**config.mk**
```make
export PLATFORM = sky130hd
export DESIGN_NAME = program_sequencer
export DESIGN_NICKNAME = d
export VERILOG_FILES = /design/src/rtl/program_sequencer.sv
export SDC_FILE = /design/constraint.sdc
export NUM_CORES = 1
export LEC_CHECK = 0
export CAP_MARGIN = 20
export CORE_MARGIN = 2
export CORE_UTILIZATION = 43
export DETAILED_ROUTE_END_ITERATION = 12
export PLACE_DENSITY = 0.86
export SLEW_MARGIN = 25
export SYNTH_ARGS = -nofsm -noshare
export SYNTH_HDL_FRONTEND = slang
export SYNTH_SLANG_ARGS = --single-unit
```
**constraint.sdc**
```tcl
create_clock -name i_clk -period 3.6 [get_ports i_clk]
set_clock_uncertainty 0.05 [all_clocks]
set_input_delay 0.9 -clock i_clk [delete_from_list [all_inputs] [get_ports i_clk]]
set_output_delay 0.9 -clock i_clk [all_outputs]
set_load 0.02 [all_outputs]
```
**src/rtl/program_sequencer.sv**
```systemverilog
// Purpose     : fetch/decode/execute controller for the accumulator datapath; owns PC and IR and adds JMP/HALT.
// Latency     : zero-wait memories give 2 cycles per single-cycle op, 3 per memory op and 2 per JMP to the next fetch.
// Backpressure: each request is held until its ack; with TIMEOUT>0 an ack that never comes halts the core and sets a sticky error.
//
// Ports
//   i_clk, i_rst_n            rising-edge clock, synchronous active-low reset
//   i_start                   launch from IDLE / resume from HALTED (ignored while busy)
//   o_pmem_addr, o_pmem_req   program fetch address (= PC) and request
//   i_pmem_ack, i_pmem_data   fetch data valid and the fetched instruction
//   o_instruction             instruction register, feeds the decoder
//   o_exec_stb                one-cycle commit strobe qualifying decoder CEs and memory writes
//   o_dmem_req, i_dmem_ack    data-memory handshake for LDM/STM
//   o_pc                      current program counter
//   o_busy, o_halted          activity status
//   o_timeout_err             sticky ack-timeout flag
module program_sequencer #(
    parameter int unsigned         PC_WIDTH   = 10,
    parameter logic [PC_WIDTH-1:0] RST_VECTOR = '0,
    parameter int unsigned         TIMEOUT    = 0
) (
    input  logic                i_clk,
    input  logic                i_rst_n,
    input  logic                i_start,
    output logic [PC_WIDTH-1:0] o_pmem_addr,
    output logic                o_pmem_req,
    input  logic                i_pmem_ack,
    input  logic [15:0]         i_pmem_data,
    output logic [15:0]         o_instruction,
    output logic                o_exec_stb,
    output logic                o_dmem_req,
    input  logic                i_dmem_ack,
    output logic [PC_WIDTH-1:0] o_pc,
    output logic                o_busy,
    output logic                o_halted,
    output logic                o_timeout_err
);

    typedef enum logic [2:0] {
        S_IDLE   = 3'd0,
        S_FETCH  = 3'd1,
        S_DECODE = 3'd2,
        S_MEM    = 3'd3,
        S_HALTED = 3'd4
    } state_t;

    // The timeout counter only ever has to hold 0..TIMEOUT-1: the cycle that
    // would take it to TIMEOUT is the cycle the sequencer gives up.
    localparam bit          TO_EN   = (TIMEOUT != 0);
    localparam int          CNT_W   = (TIMEOUT > 1) ? $clog2(TIMEOUT) : 1;
    localparam int unsigned TO_LASTV = (TIMEOUT > 0) ? TIMEOUT - 1 : 0;
    localparam logic [CNT_W-1:0] TO_LAST = CNT_W'(TO_LASTV);

    state_t                state_q;
    state_t                state_d;
    logic [PC_WIDTH-1:0]   pc_q;
    logic [PC_WIDTH-1:0]   pc_d;
    logic [PC_WIDTH-1:0]   pc_inc;
    logic [PC_WIDTH-1:0]   jmp_target;
    logic [15:0]           ir_q;
    logic                  ir_load;
    logic [CNT_W-1:0]      to_cnt_q;
    logic                  to_err_q;
    logic                  to_hit;
    logic                  to_fire;
    logic                  waiting;
    logic                  exec_stb;
    logic                  pmem_req;
    logic                  dmem_req;

    // Instruction classification straight off the IR.
    logic [3:0]            opcode;
    logic                  is_mem;
    logic                  is_jmp;
    logic                  is_halt;

    assign opcode  = ir_q[5:2];
    assign is_mem  = (ir_q[5:3] == 3'b100) || (ir_q[5:3] == 3'b110);
    assign is_jmp  = (opcode == 4'b0110);
    assign is_halt = (opcode == 4'b0111);

    // PC arithmetic wraps modulo 2^PC_WIDTH with no flag.
    assign pc_inc = pc_q + PC_WIDTH'(1);

    // Jump target is IR[15:6]: truncated for narrow PCs, zero-extended for wide ones.
    generate
        if (PC_WIDTH <= 10) begin : g_tgt_narrow
            assign jmp_target = ir_q[6 +: PC_WIDTH];
        end else begin : g_tgt_wide
            assign jmp_target = {{(PC_WIDTH - 10){1'b0}}, ir_q[15:6]};
        end
    endgenerate

    // A handshake is outstanding in FETCH and MEM; only then can a timeout occur.
    assign waiting = (state_q == S_FETCH) || (state_q == S_MEM);
    assign to_hit  = TO_EN && (to_cnt_q == TO_LAST);

    always_ff @(posedge i_clk) begin
        if (!i_rst_n) begin
            state_q  <= S_IDLE;
            pc_q     <= RST_VECTOR;
            ir_q     <= 16'h0000;
            to_cnt_q <= '0;
            to_err_q <= 1'b0;
        end else begin
            state_q <= state_d;
            pc_q    <= pc_d;
            if (ir_load) begin
                ir_q <= i_pmem_data;
            end
            if (to_fire) begin
                to_err_q <= 1'b1;
            end
            // Any state change restarts the count, which covers every entry
            // into FETCH or MEM; it only advances while a request is unanswered.
            if (state_d != state_q) begin
                to_cnt_q <= '0;
            end else if (waiting && TO_EN) begin
                to_cnt_q <= to_cnt_q + CNT_W'(1);
            end
        end
    end

    always_comb begin
        state_d  = state_q;
        pc_d     = pc_q;
        ir_load  = 1'b0;
        exec_stb = 1'b0;
        pmem_req = 1'b0;
        dmem_req = 1'b0;
        to_fire  = 1'b0;

        case (state_q)
            S_IDLE: begin
                if (i_start) begin
                    state_d = S_FETCH;
                end
            end

            S_FETCH: begin
                pmem_req = 1'b1;
                // An ack in the cycle the counter expires still wins.
                if (i_pmem_ack) begin
                    ir_load = 1'b1;
                    state_d = S_DECODE;
                end else if (to_hit) begin
                    to_fire = 1'b1;
                    state_d = S_HALTED;
                end
            end

            S_DECODE: begin
                if (is_mem) begin
                    // Commit is deferred to the data-memory ack.
                    state_d = S_MEM;
                end else if (is_jmp) begin
                    pc_d    = jmp_target;
                    state_d = S_FETCH;
                end else if (is_halt) begin
                    // PC stays on the HALT; resume steps past it.
                    state_d = S_HALTED;
                end else begin
                    exec_stb = 1'b1;
                    pc_d     = pc_inc;
                    state_d  = S_FETCH;
                end
            end

            S_MEM: begin
                dmem_req = 1'b1;
                if (i_dmem_ack) begin
                    // LDM data capture and STM write both commit on this strobe.
                    exec_stb = 1'b1;
                    pc_d     = pc_inc;
                    state_d  = S_FETCH;
                end else if (to_hit) begin
                    to_fire = 1'b1;
                    state_d = S_HALTED;
                end
            end

            S_HALTED: begin
                if (i_start) begin
                    pc_d    = pc_inc;
                    state_d = S_FETCH;
                end
            end

            default: begin
                state_d = S_IDLE;
            end
        endcase
    end

    // Requests and status decode from the registered state, so a reset or a
    // timeout drops the request at the very edge that changes state.
    assign o_pmem_addr   = pc_q;
    assign o_pmem_req    = pmem_req;
    assign o_dmem_req    = dmem_req;
    assign o_exec_stb    = exec_stb;
    assign o_instruction = ir_q;
    assign o_pc          = pc_q;
    assign o_busy        = (state_q == S_FETCH) || (state_q == S_DECODE) || (state_q == S_MEM);
    assign o_halted      = (state_q == S_HALTED);
    assign o_timeout_err = to_err_q;

endmodule

```
==> flow_summary.rst <==
.. list-table::
   :header-rows: 1

   * - Metric
     - Value
   * - Run status
     - finished, final reports clean
   * - Leak pwr
     - 0.829 nW
   * - Die height
     - 66.0 um
   * - Timing-limited maximum frequency
     - 0.318 GHz
   * - Filler cell count
     - 352
   * - Cells after DPL
     - 292
   * - Worst Setup End Kind
     - output pin
   * - Register cell area after layout
     - 581 um2
   * - Kind of critical path
     - input port to output pin
   * - Total core area
     - 3690 um2
   * - CP Launch Type
     - input port
   * - Area growth syn-to-layout
     - 39.1%
   * - Cells taking the most area after synthesis
     - dfxtp_1 (35%), nand2_1 (11%), a21boi_0 (7.3%), buf_4 (5.0%), mux2i_1 (4.9%)
   * - Net count of the mapped netlist
     - 228
   * - Max-slew violation count
     - 0
   * - Layout cell share with drive strength beyond 1
     - 5.56%
   * - Number of buffers created by CTS
     - 5
   * - Max Buffers Root-to-Sink
     - 2
   * - Horizontal extent of the die
     - 66.0 um
   * - Post-synthesis adder-cell area fraction
     - 0.758%
   * - Count of vias placed by the detailed router
     - 1597
   * - Remaining DRCs
     - 0
   * - Area share of xor/xnor cells in the synthesized design
     - 0%
   * - Dpl ws
     - 0.454 ns
   * - Number of register bits inferred by synthesis
     - 29
   * - Post-synthesis sequential area ratio
     - 35.2%
   * - Root buffer selected by CTS
     - clkbuf_8
   * - Post-synth EDFFs
     - 0
   * - Total power density per cell area
     - 362 nW/um2
   * - Main combinational cell family by area after synthesis
     - simple AND/OR/NAND/NOR gates
   * - P_sw
     - 204 uW
   * - Mean routed wirelength per cell
     - 13.4 um
   * - CP arrival
     - 2.19 ns
   * - Global-route wire length before repair
     - 6600 um
   * - Footprint of the multi-input gates
     - 910 um2
   * - Setup repair after global routing missed its margin
     - no
   * - Top FF cell, synth
     - dfxtp_1
   * - Post-route minimum period
     - 3.14 ns
   * - Total routing usage reported by global routing
     - 19.7%
   * - Dpl hpwl
     - 2800 um
   * - Unique masters post-synth
     - 44
   * - Internal power of the cells
     - 627 uW
   * - Relative contribution of combinational cells to total power
     - 16.0%
   * - Post-layout net count
     - 273
   * - Switching fraction of total power
     - 24.5%
   * - Remaining max-slew budget at the tightest pin
     - 62.3%
   * - Combined area of all synthesized cells
     - 1650 um2
   * - Final-report hold violation count
     - 0
   * - Multiplexer share of the synthesized area
     - 5.76%
   * - Worst Setup Slack, final
     - 0.458 ns
   * - Starting density of the core
     - 44.7%
   * - Post-route cell area
     - 2300 um2
   * - Clock-pin slew reported for the worst setup and hold paths after clock tree synthesis
     - 0.06 ns
   * - Endpoint required time on the critical path
     - 2.65 ns
   * - Area of placed instances
     - 2180 um2
   * - Cell taking the most area after synthesis
     - dfxtp_1
   * - Largest driver fanout on the critical path
     - 3
   * - Sequential group share of total power
     - 42.1%
   * - Postcts setup bufs
     - 0
   * - Overall die area
     - 4350 um2
   * - Total iterations of the first detailed-routing run
     - 4
   * - TritonCTS clock tree
     - built
   * - Classification of the worst-slack hold path
     - flip-flop to flip-flop
   * - Vias per cell
     - 5.32
   * - Antenna violations before repair
     - 0
   * - Final setup fails
     - 0
   * - Final Routed Wirelength
     - 4020 um
   * - Number of levels in the clock H-tree
     - 2
   * - Cts-stage hold buffer count
     - 0
   * - Simple-gate area share of the yosys netlist
     - 27.9%
   * - Pin count of the biggest net entering global routing
     - 31
   * - Gr ovfl total
     - 0
   * - Via count of the first global-routing pass
     - 1426
   * - Routability congestion estimate
     - 0.840
   * - Maximum Capacitance Violations
     - 0
   * - Actual transition at the worst max-transition pin
     - 0.565 ns
   * - Number of input and output port buffers inserted
     - 61
   * - Worst ir drop on vdd
     - 0.326 mV
   * - Count of boundary I/O pins
     - 63
   * - Site row count
     - 22
   * - Diodes inserted
     - 0
   * - Final Cycle Share
     - 87.3%
   * - Syn Inst Count
     - 206
   * - Proportion of netlist area held by the largest area contributor
     - 35.2%
   * - Post-synthesis area per instance
     - 8.01 um2
   * - Post-route core utilization
     - 62.2%
   * - Post-route non-filler standard cell count
     - 300
   * - Clock insertion delay at the later pin of the skew report
     - 0.28 ns
   * - Clock share of power
     - 41.9%
   * - Drt first-iter violations
     - 78
   * - Resized Gates After CTS
     - 0
   * - Fraction of the mapped netlist area in compound gates
     - 20.5%
   * - DRT antenna net count
     - 0
   * - Count of warnings emitted by yosys
     - 0
   * - Final TNS setup
     - 0 ns
   * - CTS sink cnt
     - 29
   * - Post-synth ARST share
     - 0%
cell type report:
class,instances,area share [%]
Tap cell,48,2.62
Timing Repair Buffer,62,26.9
Clock buffer,7,3.76
Multi-Input combinational cell,150,39.6
Sequential cell,29,25.3
Clock inverter,1,1.31
Inverter,3,0.490
power by group through the flow:
stage | Sequential, mW | Clock (mW) | Combinational, mW
final | 0.350 | 0.349 | 0.133
after global routing | 0.353 | 0.365 | 0.144
after CTS | 0.350 | 0.351 | 0.134
after detailed placement | 0.357 | 0 | 0.133
after global placement | 0.357 | 0 | 0.131
after floorplan | 0.363 | 0 | 0.0655
layer usage:
layer | track usage, % | vias to the layer above | part of all wire [%]
li1 | - | 802 | -
met1 | 25.3 | 742 | 47
met2 | 31.2 | 46 | 46
met3 | 3.92 | 7 | 4.4
met4 | 9.95 | 0 | 1.7
met5 | 0 | - | 0
worst max-delay path: stages:
cell             delay, ns
clkdlybuf4s50_1       0.49
nand2_1               0.06
a21oi_1               0.13
clkdlybuf4s50_1       0.61
path summary, 6_finish.rpt:
check / from / end / slack [ns] / cells after the start
setup / recovery: i_dmem_ack / o_exec_stb / 0.46 / 4
hold / removal: o_instruction[1] / o_instruction[1] / 0.42 / 2
setup reg to reg: state_q[2] / o_pc[1] / 1.35 / 5
hold reg to reg: o_instruction[1] / o_instruction[1] / 0.42 / 2
registers in the layout, indices dropped and copies added, names as in the netlist:
name,cells
o_instruction,16
o_pc,10
state_q,3
cells in the mapped netlist (4+ instances only):
cell type / count
mux2i_1: 8
nor2_1: 6
nor3b_1: 4
nand2_1: 48
nand3_1: 6
o22ai_1: 8
a211oi_1: 8
buf_4: 11
a21boi_0: 16
dfxtp_1: 29
clkbuf_1: 9
through the flow:
step / hold slack (ns) / power (mW)
after CTS: 0.422 / 0.834
after global routing: 0.439 / 0.861
after detailed placement: 0.410 / 0.490
after floorplan: 0.491 / 0.428
final: 0.417 / 0.832
after global placement: 0.407 / 0.488
placed cells by master, fill, tap and decap left out, drive strengths merged, types with 2 or more instances in the layout:
| cell | instances |
|---|---|
| clkdlybuf4s50 | 61 |
| nand3 | 6 |
| or2 | 3 |
| or3 | 3 |
| nand2b | 2 |
| nor4 | 2 |
| a21oi | 2 |
| o22ai | 8 |
| nor2b | 3 |
| a21boi | 17 |
| a211oi | 8 |
| nand3b | 2 |
| o21ai | 3 |
| mux2i | 8 |
| inv | 3 |
| clkbuf | 7 |
| nor4b | 2 |
| a21o | 2 |
| dfxtp | 29 |
| nor2 | 6 |
| nand2 | 48 |
| nor3 | 3 |
| nor3b | 4 |
| and2 | 2 |
cell families (layout without fill, tap and decap cells):
logic type      after synthesis  count (layout)
compound gates               47              47
buf+inv                      27              73
mux                           9               9
other cells                   1               1
fa+ha+maj                     1               1
simple gates                 92              92
flops                        29              29
Power figures use the tool's default switching activity.
